<file path="config.mk">
export PLATFORM = sky130hd
export DESIGN_NAME = alu_arbiter
export DESIGN_NICKNAME = d
export VERILOG_FILES = /design/src/rtl/alu_arbiter_pkg.sv /design/src/rtl/rr_arb2.sv /design/src/rtl/alu_arbiter.sv
export SDC_FILE = /design/constraint.sdc
export NUM_CORES = 1
export LEC_CHECK = 0
export CAP_MARGIN = 20
export CORE_MARGIN = 8
export CORE_UTILIZATION = 44
export CTS_CLUSTER_DIAMETER = 150
export CTS_CLUSTER_SIZE = 25
export DETAILED_ROUTE_END_ITERATION = 10
export HOLD_SLACK_MARGIN = 0.02
export PLACE_DENSITY_LB_ADDON = 0.2
export SYNTH_ARGS = -nofsm -noshare
export SYNTH_HDL_FRONTEND = slang
export SYNTH_SLANG_ARGS = --single-unit
</file>
<file path="constraint.sdc">
create_clock -name clk -period 4.7 [get_ports clk]
set_clock_uncertainty 0.2 [all_clocks]
set_input_delay 0.94 -clock clk [delete_from_list [all_inputs] [get_ports clk]]
set_output_delay 0.94 -clock clk [all_outputs]
set_load 0.02 [all_outputs]
</file>
<file path="src/rtl/alu_arbiter_pkg.sv">
// Shared constants for the two-requester ALU arbiter: opcodes, FSM states, default width.
package alu_arbiter_pkg;

    localparam int DEFAULT_WIDTH = 32;

    localparam logic [2:0] OP_ADD     = 3'b000;
    localparam logic [2:0] OP_SUB     = 3'b001;
    localparam logic [2:0] OP_AND     = 3'b010;
    localparam logic [2:0] OP_OR      = 3'b011;
    localparam logic [2:0] OP_XOR     = 3'b100;
    localparam logic [2:0] OP_SLL     = 3'b101;
    localparam logic [2:0] OP_SRA     = 3'b110;
    localparam logic [2:0] OP_ILLEGAL = 3'b111;

    typedef enum logic {
        ST_IDLE = 1'b0,
        ST_BUSY = 1'b1
    } state_t;

endpackage

</file>
<file path="src/rtl/rr_arb2.sv">
// Two-way round-robin grant: purely combinational, one-hot grant.
// When both request, the one not granted last wins; a lone request always wins.
module rr_arb2 (
    input  logic [1:0] req,
    input  logic       last,
    output logic [1:0] grant
);

    always_comb begin
        grant = req;
        if (req == 2'b11) begin
            grant = last ? 2'b01 : 2'b10;
        end
    end

endmodule

</file>
<file path="src/rtl/alu_arbiter.sv">
// Arbitrates two requesters onto one shared combinational ALU; 2-cycle fixed latency,
// one op per 2 cycles, responses are unthrottled pulses. Optional macro ALU_ARBITER_OPCHECK_EN.
module alu_arbiter
    import alu_arbiter_pkg::*;
#(
    parameter int WIDTH = DEFAULT_WIDTH
) (
    input  logic             clk,
    input  logic             reset_n,

    input  logic             req0_valid,
    output logic             req0_ready,
    input  logic [WIDTH-1:0] req0_a,
    input  logic [WIDTH-1:0] req0_b,
    input  logic [2:0]       req0_op,

    input  logic             req1_valid,
    output logic             req1_ready,
    input  logic [WIDTH-1:0] req1_a,
    input  logic [WIDTH-1:0] req1_b,
    input  logic [2:0]       req1_op,

    output logic             rsp0_valid,
    output logic [WIDTH-1:0] rsp0_result,
    output logic             rsp0_zero,
    output logic             rsp0_err,

    output logic             rsp1_valid,
    output logic [WIDTH-1:0] rsp1_result,
    output logic             rsp1_zero,
    output logic             rsp1_err,

    output logic [WIDTH-1:0] alu_a,
    output logic [WIDTH-1:0] alu_b,
    output logic [2:0]       alu_control,
    input  logic [WIDTH-1:0] alu_result,
    input  logic             alu_zero
);

    state_t           state, state_nxt;
    logic             last_grant;
    logic             owner;
    logic [1:0]       grant;
    logic             accept;
    logic             acc_idx;
    logic [WIDTH-1:0] acc_a, acc_b;
    logic [2:0]       acc_op;
    logic [WIDTH-1:0] cap_result;
    logic             cap_zero;

    rr_arb2 u_rr_arb2 (
        .req   ({req1_valid, req0_valid}),
        .last  (last_grant),
        .grant (grant)
    );

    // Reset gates ready directly so nothing is offered while reset is held.
    assign req0_ready = reset_n && (state == ST_IDLE) && grant[0];
    assign req1_ready = reset_n && (state == ST_IDLE) && grant[1];
    assign accept     = req0_ready || req1_ready;
    assign acc_idx    = req1_ready;
    assign acc_a      = acc_idx ? req1_a  : req0_a;
    assign acc_b      = acc_idx ? req1_b  : req0_b;
    assign acc_op     = acc_idx ? req1_op : req0_op;

    always_ff @(posedge clk or negedge reset_n) begin
        if (!reset_n) begin
            state <= ST_IDLE;
        end else begin
            state <= state_nxt;
        end
    end

    always_comb begin
        state_nxt = state;
        case (state)
            ST_IDLE: if (accept) state_nxt = ST_BUSY;
            ST_BUSY: state_nxt = ST_IDLE;
            default: state_nxt = ST_IDLE;
        endcase
    end

`ifdef ALU_ARBITER_OPCHECK_EN
    logic op_illegal;
    logic err_q0, err_q1;

    always_comb begin
        cap_result = op_illegal ? '0   : alu_result;
        cap_zero   = op_illegal ? 1'b1 : alu_zero;
    end

    // Illegal ops never reach the ALU; alu_control keeps the previous legal code.
    always_ff @(posedge clk or negedge reset_n) begin
        if (!reset_n) begin
            op_illegal  <= 1'b0;
            alu_control <= OP_ADD;
            err_q0      <= 1'b0;
            err_q1      <= 1'b0;
        end else begin
            if (accept) begin
                op_illegal <= (acc_op == OP_ILLEGAL);
                if (acc_op != OP_ILLEGAL) begin
                    alu_control <= acc_op;
                end
            end
            if (state == ST_BUSY) begin
                if (owner) err_q1 <= op_illegal;
                else       err_q0 <= op_illegal;
            end
        end
    end

    assign rsp0_err = err_q0;
    assign rsp1_err = err_q1;
`else
    always_comb begin
        cap_result = alu_result;
        cap_zero   = alu_zero;
    end

    always_ff @(posedge clk or negedge reset_n) begin
        if (!reset_n) begin
            alu_control <= OP_ADD;
        end else if (accept) begin
            alu_control <= acc_op;
        end
    end

    assign rsp0_err = 1'b0;
    assign rsp1_err = 1'b0;
`endif

    always_ff @(posedge clk or negedge reset_n) begin
        if (!reset_n) begin
            last_grant  <= 1'b1;
            owner       <= 1'b0;
            alu_a       <= '0;
            alu_b       <= '0;
            rsp0_valid  <= 1'b0;
            rsp1_valid  <= 1'b0;
            rsp0_result <= '0;
            rsp1_result <= '0;
            rsp0_zero   <= 1'b0;
            rsp1_zero   <= 1'b0;
        end else begin
            rsp0_valid <= 1'b0;
            rsp1_valid <= 1'b0;
            if (accept) begin
                alu_a      <= acc_a;
                alu_b      <= acc_b;
                owner      <= acc_idx;
                last_grant <= acc_idx;
            end
            if (state == ST_BUSY) begin
                if (owner) begin
                    rsp1_valid  <= 1'b1;
                    rsp1_result <= cap_result;
                    rsp1_zero   <= cap_zero;
                end else begin
                    rsp0_valid  <= 1'b1;
                    rsp0_result <= cap_result;
                    rsp0_zero   <= cap_zero;
                end
            end
        end
    end

endmodule

</file>
==> metrics.cfg, run 1 <==
[outcome]
status = finished clean

[final_layout]
postLayoutCoreUtil_pct = 72.17
nNetsFinal = 999
stdcell_area_um2 = 10020
drive_gt1_share_pct = 6.905
area_growth_pct = 60.44

[clock_network]
cts_resized = 0
cts_made_buffers = 17
clk_latency_ns = 0.41
cts_buffer_depth = 2
ctsHtreeMaxLevel = 4
hold_buffers = 0
cts_setup_buffers = 0
cts_tree = done
clock-sinks = 138
cts_root_buf = clkbuf_16
clk_pin_slew_ns = 0.06

[power_and_ir_drop]
powerDensity_nw_per_um2 = 478.8
p_sw_share_pct = 33.14
p_sw_uw = 1590
power_frac_clock_pct = 29.0
p_seq_share_pct = 35.3
power_leakage_uw = 0.004125
combPwrFrac_pct = 35.7
p_int_uw = 3207
ir_worst_vdd_v = 0.0002256

[place]
post-dp-hpwl_mm = 16.01
postPlaceCellArea_um2 = 9376
place_congestion = 0.8020
port_buffers = 307

[floorplanning]
start_util_pct = 44.98
die-area_um2 = 18260
core-area_um2 = 13880
row_count = 43
die_y_um = 135.1
die_w_um = 135.1
pin_count = 310

[yosys]
synth-compound-area-share_pct = 23.31
synth_top_family_by_area = compound AO/OA/AOI/OAI gates
synth_cell_types = 23
synthAdderAreaFrac_pct = 0
synth.cell_area_um2 = 6243
synth_cells = 549
avgSynthCellArea_um2 = 11.37
ys_ff_latch = 138
yosysWarnings = 0
yosysSeqAreaShare_pct = 55.33
muxShareOfSynthArea_pct = 11.90
synth-simple-area-share_pct = 0.6814
synth_xor_area_share_pct = 0

[worst_setup_path]
crit_family = buffers and inverters
path_max_fanout = 4
cp_slowest_cell = clkdlybuf4s50_1
crit_buf_inv = 3
end_kind = output port
setup.worst_path.class = in -> out
cpMostUsedCell = clkdlybuf4s50_1
cpPeakStageDelay_ns = 0.65
arrival_ns = 2.44
startpoint_type = primary input
required_ns = 3.56
crit_start = req1_valid
r2r-start = last_grant$_DFFE_PN1P_
cp_cell_sequence = clkdlybuf4s50_1, nand3_2, inv_2, clkdlybuf4s50_1

[sta]
setup_violations = 0
rsz0062_at_grt = false
setup_tns_ns = 0
hold_viol = 0
tightestPinTransition_ns = 1.011
slew_headroom_pct = 32.43
fmax_mhz = 279.3
timing.final.crit_share_pct = 76.19
fin_crit_ns = 3.581
maxSlewViolCount = 0

[detailed_routing]
finalWirelength_mm = 22.51
drc = 0
ant_nets = 0
drt-wirelength-per-cell_um = 22.05
routed-via-count = 5801
drt_iter0_drc = 403
routed_via_density = 5.682
drtPass1Iterations = 5

[job]
cap_viol_max_count = 0

[global_route]
grt_pass1_vias = 6072
grt_usage_pct = 24.10
overflow = 0
antenna_found_initial = 1
grt_max_degree = 85
grt_pass1_wl_mm = 34.17

[min_path]
hp-start = rsp0_result[28]$_DFFE_PN0P_
hp-class = reg -> reg

==> stage by stage <==
step                      instances  hold WS (ns)  setup WS [ns]  total power (uW)
after floorplan                 550        0.2727          1.781              2445
after CTS                      1019        0.2880          1.116              4837
after detailed placement        988        0.2737          1.123              3434
after global routing           1021        0.3017          1.067              5012
final                          1021        0.2848          1.119              4796
after global placement          988        0.2668          1.116              3381
==> kinds of logic (layout without fill, tap and decap cells) <==
group,Yosys count,in the layout
other,1,3
buffers and inverters,132,422
AO/OA/AOI/OAI,205,205
multiplexers,66,66
flip-flops,138,138
AND/OR/NAND/NOR,7,7
==> cell usage after synthesis, drive strengths merged <==
master,number,area [um2]
dfrtp,137,3428
inv,71,266.5
o21ai,68,340.3
o2111ai,67,586.8
o211ai,67,503.0
mux2,66,743.2
clkbuf,36,135.1
buf,25,142.6
a21o,2,15.01
nand2,2,7.510
nor2b,2,12.51
conb,1,3.750
dfstp,1,26.28
nand2b,1,6.260
nand3,1,10.01
nor2,1,6.260
o211a,1,10.01
==> layout make-up <==
class | count | area (um2)
Fill cell | 1000 | 3864
Antenna cell | 1 | 2.502
Clock buffer | 17 | 425.4
Multi-Input combinational cell | 280 | 2271
Timing Repair Buffer | 320 | 3187
Clock inverter | 14 | 185.2
Tap cell | 180 | 225.2
Inverter | 71 | 266.5
Sequential cell | 138 | 3455
==> metal layers <==
layer | part of all wire [%] | track usage, %
met2 | 49 | 39.42
met1 | 39 | 27.79
met5 | 0 | 0
met4 | 2.8 | 11.10
met3 | 9.6 | 8.618
==> power groups by stage <==
stage | logic, uW | clock network, uW | registers (uW)
finish | 1710 | 1390 | 1690
global route | 1810 | 1470 | 1730
CTS | 1730 | 1410 | 1690
detailed placement | 1720 | 0 | 1710
global placement | 1700 | 0 | 1690
floorplan | 380 | 0 | 2070
==> worst register-to-register path, delay by kind of cell (launching register included) <==
family | cells | cell delay [ns]
buffers and inverters | 1 | 0.61
AND/OR/NAND/NOR | 2 | 0.25
AO/OA/AOI/OAI | 1 | 0.19
flip-flops | 1 | 0.84
==> path summary, 6_finish.rpt <==
path / cells past startpoint / endpoint / slack (ns)
worst min register to register: 1 / rsp0_result[28]$_DFFE_PN0P_ / 0.28
worst max-delay path: 4 / req1_ready / 1.12
min in group asynchronous: 2 / alu_a[11]$_DFFE_PN0P_ / 0.46
max in group asynchronous: 4 / alu_b[27]$_DFFE_PN0P_ / 2.67
worst max register to register: 4 / alu_b[6]$_DFFE_PN0P_ / 2.45
worst min-delay path: 1 / rsp0_result[28]$_DFFE_PN0P_ / 0.28
==> placed cells by master, fill, tap and decap left out, drive strengths merged <==
| cell | n |
|---|---|
| bufinv | 3 |
| dfrtp | 137 |
| nand2 | 2 |
| o21ai | 68 |
| dfstp | 1 |
| o211a | 1 |
| clkinvlp | 3 |
| nand2b | 1 |
| o2111ai | 67 |
| nor2 | 1 |
| nor2b | 2 |
| mux2 | 66 |
| diode | 1 |
| a21o | 2 |
| nand3 | 1 |
| conb | 2 |
| o211ai | 67 |
| clkdlybuf4s50 | 305 |
| inv | 78 |
| clkinv | 1 |
| clkbuf | 17 |
| buf | 15 |
==> registers in the layout, summed over array words and instances, names as in the netlist <==
register     flops
rsp1_valid       1
last_grant       1
rsp0_valid       1
rsp0_zero        1
alu_b           32
state            1
rsp1_result     32
alu_a           32
alu_control      3
rsp1_zero        1
owner            1
rsp0_result     32
Power figures use the tool's default switching activity.
==> run 2: changes to the inputs <==
--- a/config.mk
+++ b/config.mk
@@ -7,7 +7,7 @@
 export LEC_CHECK = 0
 export CAP_MARGIN = 20
 export CORE_MARGIN = 8
-export CORE_UTILIZATION = 44
+export CORE_UTILIZATION = 41
 export CTS_CLUSTER_DIAMETER = 150
 export CTS_CLUSTER_SIZE = 25
 export DETAILED_ROUTE_END_ITERATION = 10
==> constraint.sdc (replaced) <==
create_clock -name clk -period 3.5 [get_ports clk]
set_clock_uncertainty 0.2 [all_clocks]
set_input_delay 0.7 -clock clk [delete_from_list [all_inputs] [get_ports clk]]
set_output_delay 0.7 -clock clk [all_outputs]
set_load 0.02 [all_outputs]
==> run 2 against run 1 <==
  * Sequential share of layout area increased by 0.056 points
  * Core utilization shrank 5.6 points
  * Via count shrank 1.1%
  * Routed wire length fell by 1.3%
  * Total power is 33% higher
  * Design area shrank 0.16%
  * Final cell count grew 0.78%
  * Clock-buffer cell count increased by 3
  * First-iteration DRC count fell by 14%
  * Sequential power rose by 34%
  * Clock power rose by 29%
  * Critical path type unchanged
==> metrics.cfg, run 2 (synthesis gave the netlist of run 1 again) <==
[sta]
slew_headroom_pct = 31.34
timing.final.crit_share_pct = 87.56
hold_viol = 0
tightestPinTransition_ns = 1.028
setup_tns_ns = 0
fmax_mhz = 326.3
maxSlewViolCount = 0
fin_crit_ns = 3.065
rsz0062_at_grt = false
setup_violations = 0

[detailed_routing]
ant_nets = 0
routed-wl-met2_mm = 10.32
drt_iter0_drc = 348
routed_via_density = 5.576
dr_wl_met3_mm = 2.009
drtPass1Iterations = 5
finalWirelength_mm = 22.21
wl_met1_mm = 9.099
dr.max_layer_used = met4
routed-via-count = 5738
drc = 0
drt-wirelength-per-cell_um = 21.58

[power_and_ir_drop]
powerDensity_nw_per_um2 = 638.0
power_frac_clock_pct = 28.2
p_int_uw = 4308
p_sw_uw = 2072
power_leakage_uw = 0.004113
combPwrFrac_pct = 36.2
p_sw_share_pct = 32.47
p_seq_share_pct = 35.6
ir_worst_vdd_v = 0.0003115

[worst_setup_path]
arrival_ns = 2.16
end_kind = output port
required_ns = 2.60
path_max_fanout = 4
startpoint_type = primary input
setup.worst_path.class = in -> out

[min_path]
hp-class = reg -> reg

[clock_network]
cts_root_buf = clkbuf_16
cts_buffer_depth = 2
ctsHtreeMaxLevel = 4
cts_tree = done
hold_buffers = 0
clock-sinks = 138
clk_latency_ns = 0.40
cts_setup_buffers = 0
cts_resized = 0
clk_pin_slew_ns = 0.06
cts_made_buffers = 17

[floorplanning]
die_y_um = 139.4
pin_count = 310
row_count = 45
die_w_um = 139.4
die-area_um2 = 19430
core-area_um2 = 15030
start_util_pct = 41.53

[final_layout]
area_growth_pct = 60.18
final_common_cell = clkdlybuf4s50_1
final_cell_count_no_fill = 1029
nNetsFinal = 999
final_cell_mix = clkdlybuf4s50_1, dfrtp_1, inv_1
drive_gt1_share_pct = 6.667

[place]
port_buffers = 307
post-dp-hpwl_mm = 15.97
place_congestion = 0.7908
place_inst = 997

[global_route]
grt_pass1_vias = 6137
grt_max_degree = 72
grt_usage_pct = 22.79
overflow = 0
grt_pass1_wl_mm = 34.93
antenna_found_initial = 1

[outcome]
status = finished clean

[job]
cap_viol_max_count = 0

==> run 2: worst paths after layout <==
path	startpoint	endpoint	slack, ns	cells past startpoint
max	req1_valid	req1_ready	0.44	4
min	rsp0_result[18]$_DFFE_PN0P_	rsp0_result[18]$_DFFE_PN0P_	0.28	1
max reg2reg	last_grant$_DFFE_PN1P_	alu_a[19]$_DFFE_PN0P_	1.33	4
min reg2reg	rsp0_result[18]$_DFFE_PN0P_	rsp0_result[18]$_DFFE_PN0P_	0.28	1
max in group asynchronous	reset_n	alu_b[31]$_DFFE_PN0P_	1.40	3
min in group asynchronous	reset_n	alu_a[26]$_DFFE_PN0P_	0.30	2
==> run 2: per-stage QoR <==
step	power [uW]	setup WS [ns]	utilization [%]	area, um2	hold WS (ns)
2_1_floorplan	3284	1.061	-	6247	0.2044
3_3_place_gp	4554	0.4557	62.57	9407	0.2668
3_5_place_dp	4624	0.4228	62.57	9407	0.2740
4_1_cts	6443	0.4241	66.51	9998	0.2869
5_1_grt	6672	0.3958	66.53	10000	0.2924
6_report	6380	0.4353	66.53	10000	0.2808
==> run 2: critical path, stage by stage <==
cell,delay (ns)
clkdlybuf4s50_1,0.61
nand3_2,0.12
inv_2,0.09
clkdlybuf4s50_1,0.63
==> run 2: power groups by stage <==
stage                     clock (uW)  sequential, uW  combinational [uW]
after floorplan                    0            2770                 510
after global placement             0            2270                2290
after detailed placement           0            2290                2330
after CTS                       1830            2270                2340
after global routing            1900            2320                2450
final                           1800            2270                2310
==> run 2: cell type report <==
class                      instances  area, um2
sequential                       138       3455
timing repair buffer             320       3179
fill                            1104       5032
inverter                          71      266.5
clock inverter                    11      145.1
multi-input combinational        280       2271
tap                              188      235.2
antenna                            1      2.502
clock buffer                      20      446.7
==> run 2: metal layers <==
layer	global-route usage [%]	vias up
met2	35.79	314
met5	0	-
met4	10.75	0
met3	8.311	47
li1	-	2593
met1	27.38	2784
==> run 3: changes to the inputs <==
--- a/config.mk
+++ b/config.mk
@@ -11,6 +11,7 @@
 export CTS_CLUSTER_DIAMETER = 150
 export CTS_CLUSTER_SIZE = 25
 export DETAILED_ROUTE_END_ITERATION = 10
+export GPL_TIMING_DRIVEN = 0
 export HOLD_SLACK_MARGIN = 0.02
 export PLACE_DENSITY_LB_ADDON = 0.2
 export SYNTH_ARGS = -nofsm -noshare
==> run 3 against run 2 <==
  * Via count increased by 3.2%
  * Setup slack worse by 0.20 ns
  * Non-clock buffer count increased by 51
  * Core utilization up 1.9 points
  * Clock-buffer cell count down 2
  * Final cell count is 4.9% higher
  * Design area rose by 2.9%
  * First-iteration DRC count fell by 26%
  * Critical path type is now reg -> out
  * Critical endpoint is now req0_ready
==> metrics.cfg, run 3 (synthesis gave the netlist of run 1 again) <==
[global_route]
overflow = 0
grt_usage_pct = 23.92
grt_max_degree = 48
antenna_found_initial = 0
grt_pass1_vias = 6425
grt_pass1_wl_mm = 36.47

[power_and_ir_drop]
p_int_uw = 4342
power_leakage_uw = 0.004276
p_sw_share_pct = 32.92
p_seq_share_pct = 34.9
power_frac_clock_pct = 28.4
powerDensity_nw_per_um2 = 629.3
ir_worst_vdd_v = 0.0003427
p_sw_uw = 2131
combPwrFrac_pct = 36.6

[detailed_routing]
drt-wirelength-per-cell_um = 21.69
drc = 0
routed-via-count = 5919
ant_nets = 0
drtPass1Iterations = 4
finalWirelength_mm = 23.40
routed_via_density = 5.486
drt_iter0_drc = 256

[clock_network]
clk_pin_slew_ns = 0.06
cts_tree = done
cts_buffer_depth = 2
cts_made_buffers = 17
cts_root_buf = clkbuf_16
clock-sinks = 138
clk_latency_ns = 0.41
ctsHtreeMaxLevel = 4

[worst_setup_path]
setup.worst_path.class = reg -> out
r2r_setup_slack_ns = 1.49
path_max_fanout = 10
r2r_cells = 5
end_kind = output port
required_ns = 2.60
arrival_ns = 2.37
startpoint_type = flop
r2r-end = alu_a[23]$_DFFE_PN0P_
r2r-start = last_grant$_DFFE_PN1P_

[place]
place_congestion = 0.8303
port_buffers = 306
post-dp-hpwl_mm = 17.71

[sta]
fin_crit_ns = 3.267
maxSlewViolCount = 0
slew_headroom_pct = 66.23
fmax_mhz = 306.1
timing.final.crit_share_pct = 93.34
setup_violations = 0
tightestPinTransition_ns = 0.5066
rsz0062_at_grt = false
hold_viol = 0
timing.hold.ws_ns = 0.04171

[outcome]
status = finished clean

[floorplanning]
pin_count = 310
die_y_um = 139.4
core-area_um2 = 15030
die_w_um = 139.4
die-area_um2 = 19430
start_util_pct = 41.53
row_count = 45

[final_layout]
area_growth_pct = 64.75
nNetsFinal = 1050
diodes = 0
final_cell_mix = clkdlybuf4s50_1, dfrtp_1, inv_1
final_common_cell = clkdlybuf4s50_1
fillers = 1113
postLayoutCoreUtil_pct = 68.42
drive_gt1_share_pct = 7.632

[job]
cap_viol_max_count = 0

[min_path]
hp-class = in -> async

run 3: cell types whose count changed in the layout (fill, tap and decap cells not counted), sizes merged, moves of 3 or more:
cell and change:
clkbuf +34, buf +13, clkinv +4, clkinvlp -3
run 3: critical path, stage by stage (launching register included):
cell           delay (ns)
dfstp_2              0.51
buf_2                0.20
buf_2                0.27
buf_1                0.43
o211a_1              0.19
dlygate4sd2_1        0.35
run 3: stage by stage:
step           TNS (ns)  area, um2  std cells  worst slack (ns)  power [uW]
5_1_grt               0      10290       1079            0.1295        6758
6_report              0      10290       1079            0.2332        6473
3_5_place_dp     -1.245       9574       1045           -0.6795        4646
3_3_place_gp    -839.62       9545       1044            -4.960        4570
2_1_floorplan         0       6247        550             1.061        3284
4_1_cts               0      10290       1079            0.1841        6526
run 3: how the worst max path moves through the flow:
stage | endpoint | start | cells after the start
floorplan | req0_ready | reset_n | 5
global placement | req0_ready | reset_n | 7
detailed placement | req0_ready | reset_n | 8
CTS | req0_ready | last_grant$_DFFE_PN1P_ | 5
global route | req0_ready | last_grant$_DFFE_PN1P_ | 5
finish | req0_ready | last_grant$_DFFE_PN1P_ | 5
run 3: power groups by stage:
stage          Sequential [uW]  Clock [uW]  Combinational [uW]
2_1_floorplan             2770           0                 510
3_5_place_dp              2280           0                2370
3_3_place_gp              2250           0                2320
4_1_cts                   2260        1860                2400
6_report                  2260        1840                2370
5_1_grt                   2310        1940                2510
run 3: layout make-up:
class                           instances  area [um2]  share of cell area (%)
Buffer                                 61       277.8                   2.700
Clock buffer                           18       439.2                   4.270
Clock inverter                         13       166.4                   1.618
Inverter                               71       266.5                   2.591
Multi-Input combinational cell        280        2248                   21.86
Sequential cell                       138        3455                   33.58
Tap cell                              188       235.2                   2.287
Timing Repair Buffer                  310        3198                   31.09
run 3: what timing repair did:
action                                  in CTS  in global routing
resized for setup                            5                  0
hold endpoints to repair                    46                  0
endpoints found under the setup margin       2                  0
hold buffers                                 1                  0
buffers inserted                             0                  0
run 3: metal layers:
| metal | track usage, % | routed length [um] | share of wire (%) |
|---|---|---|---|
| met1 | 26.65 | 9069 | 39 |
| met2 | 41.36 | 11710 | 50 |
| met3 | 8.995 | 2049 | 8.8 |
| met4 | 7.915 | 575 | 2.5 |
| met5 | 0 | 0 | 0 |
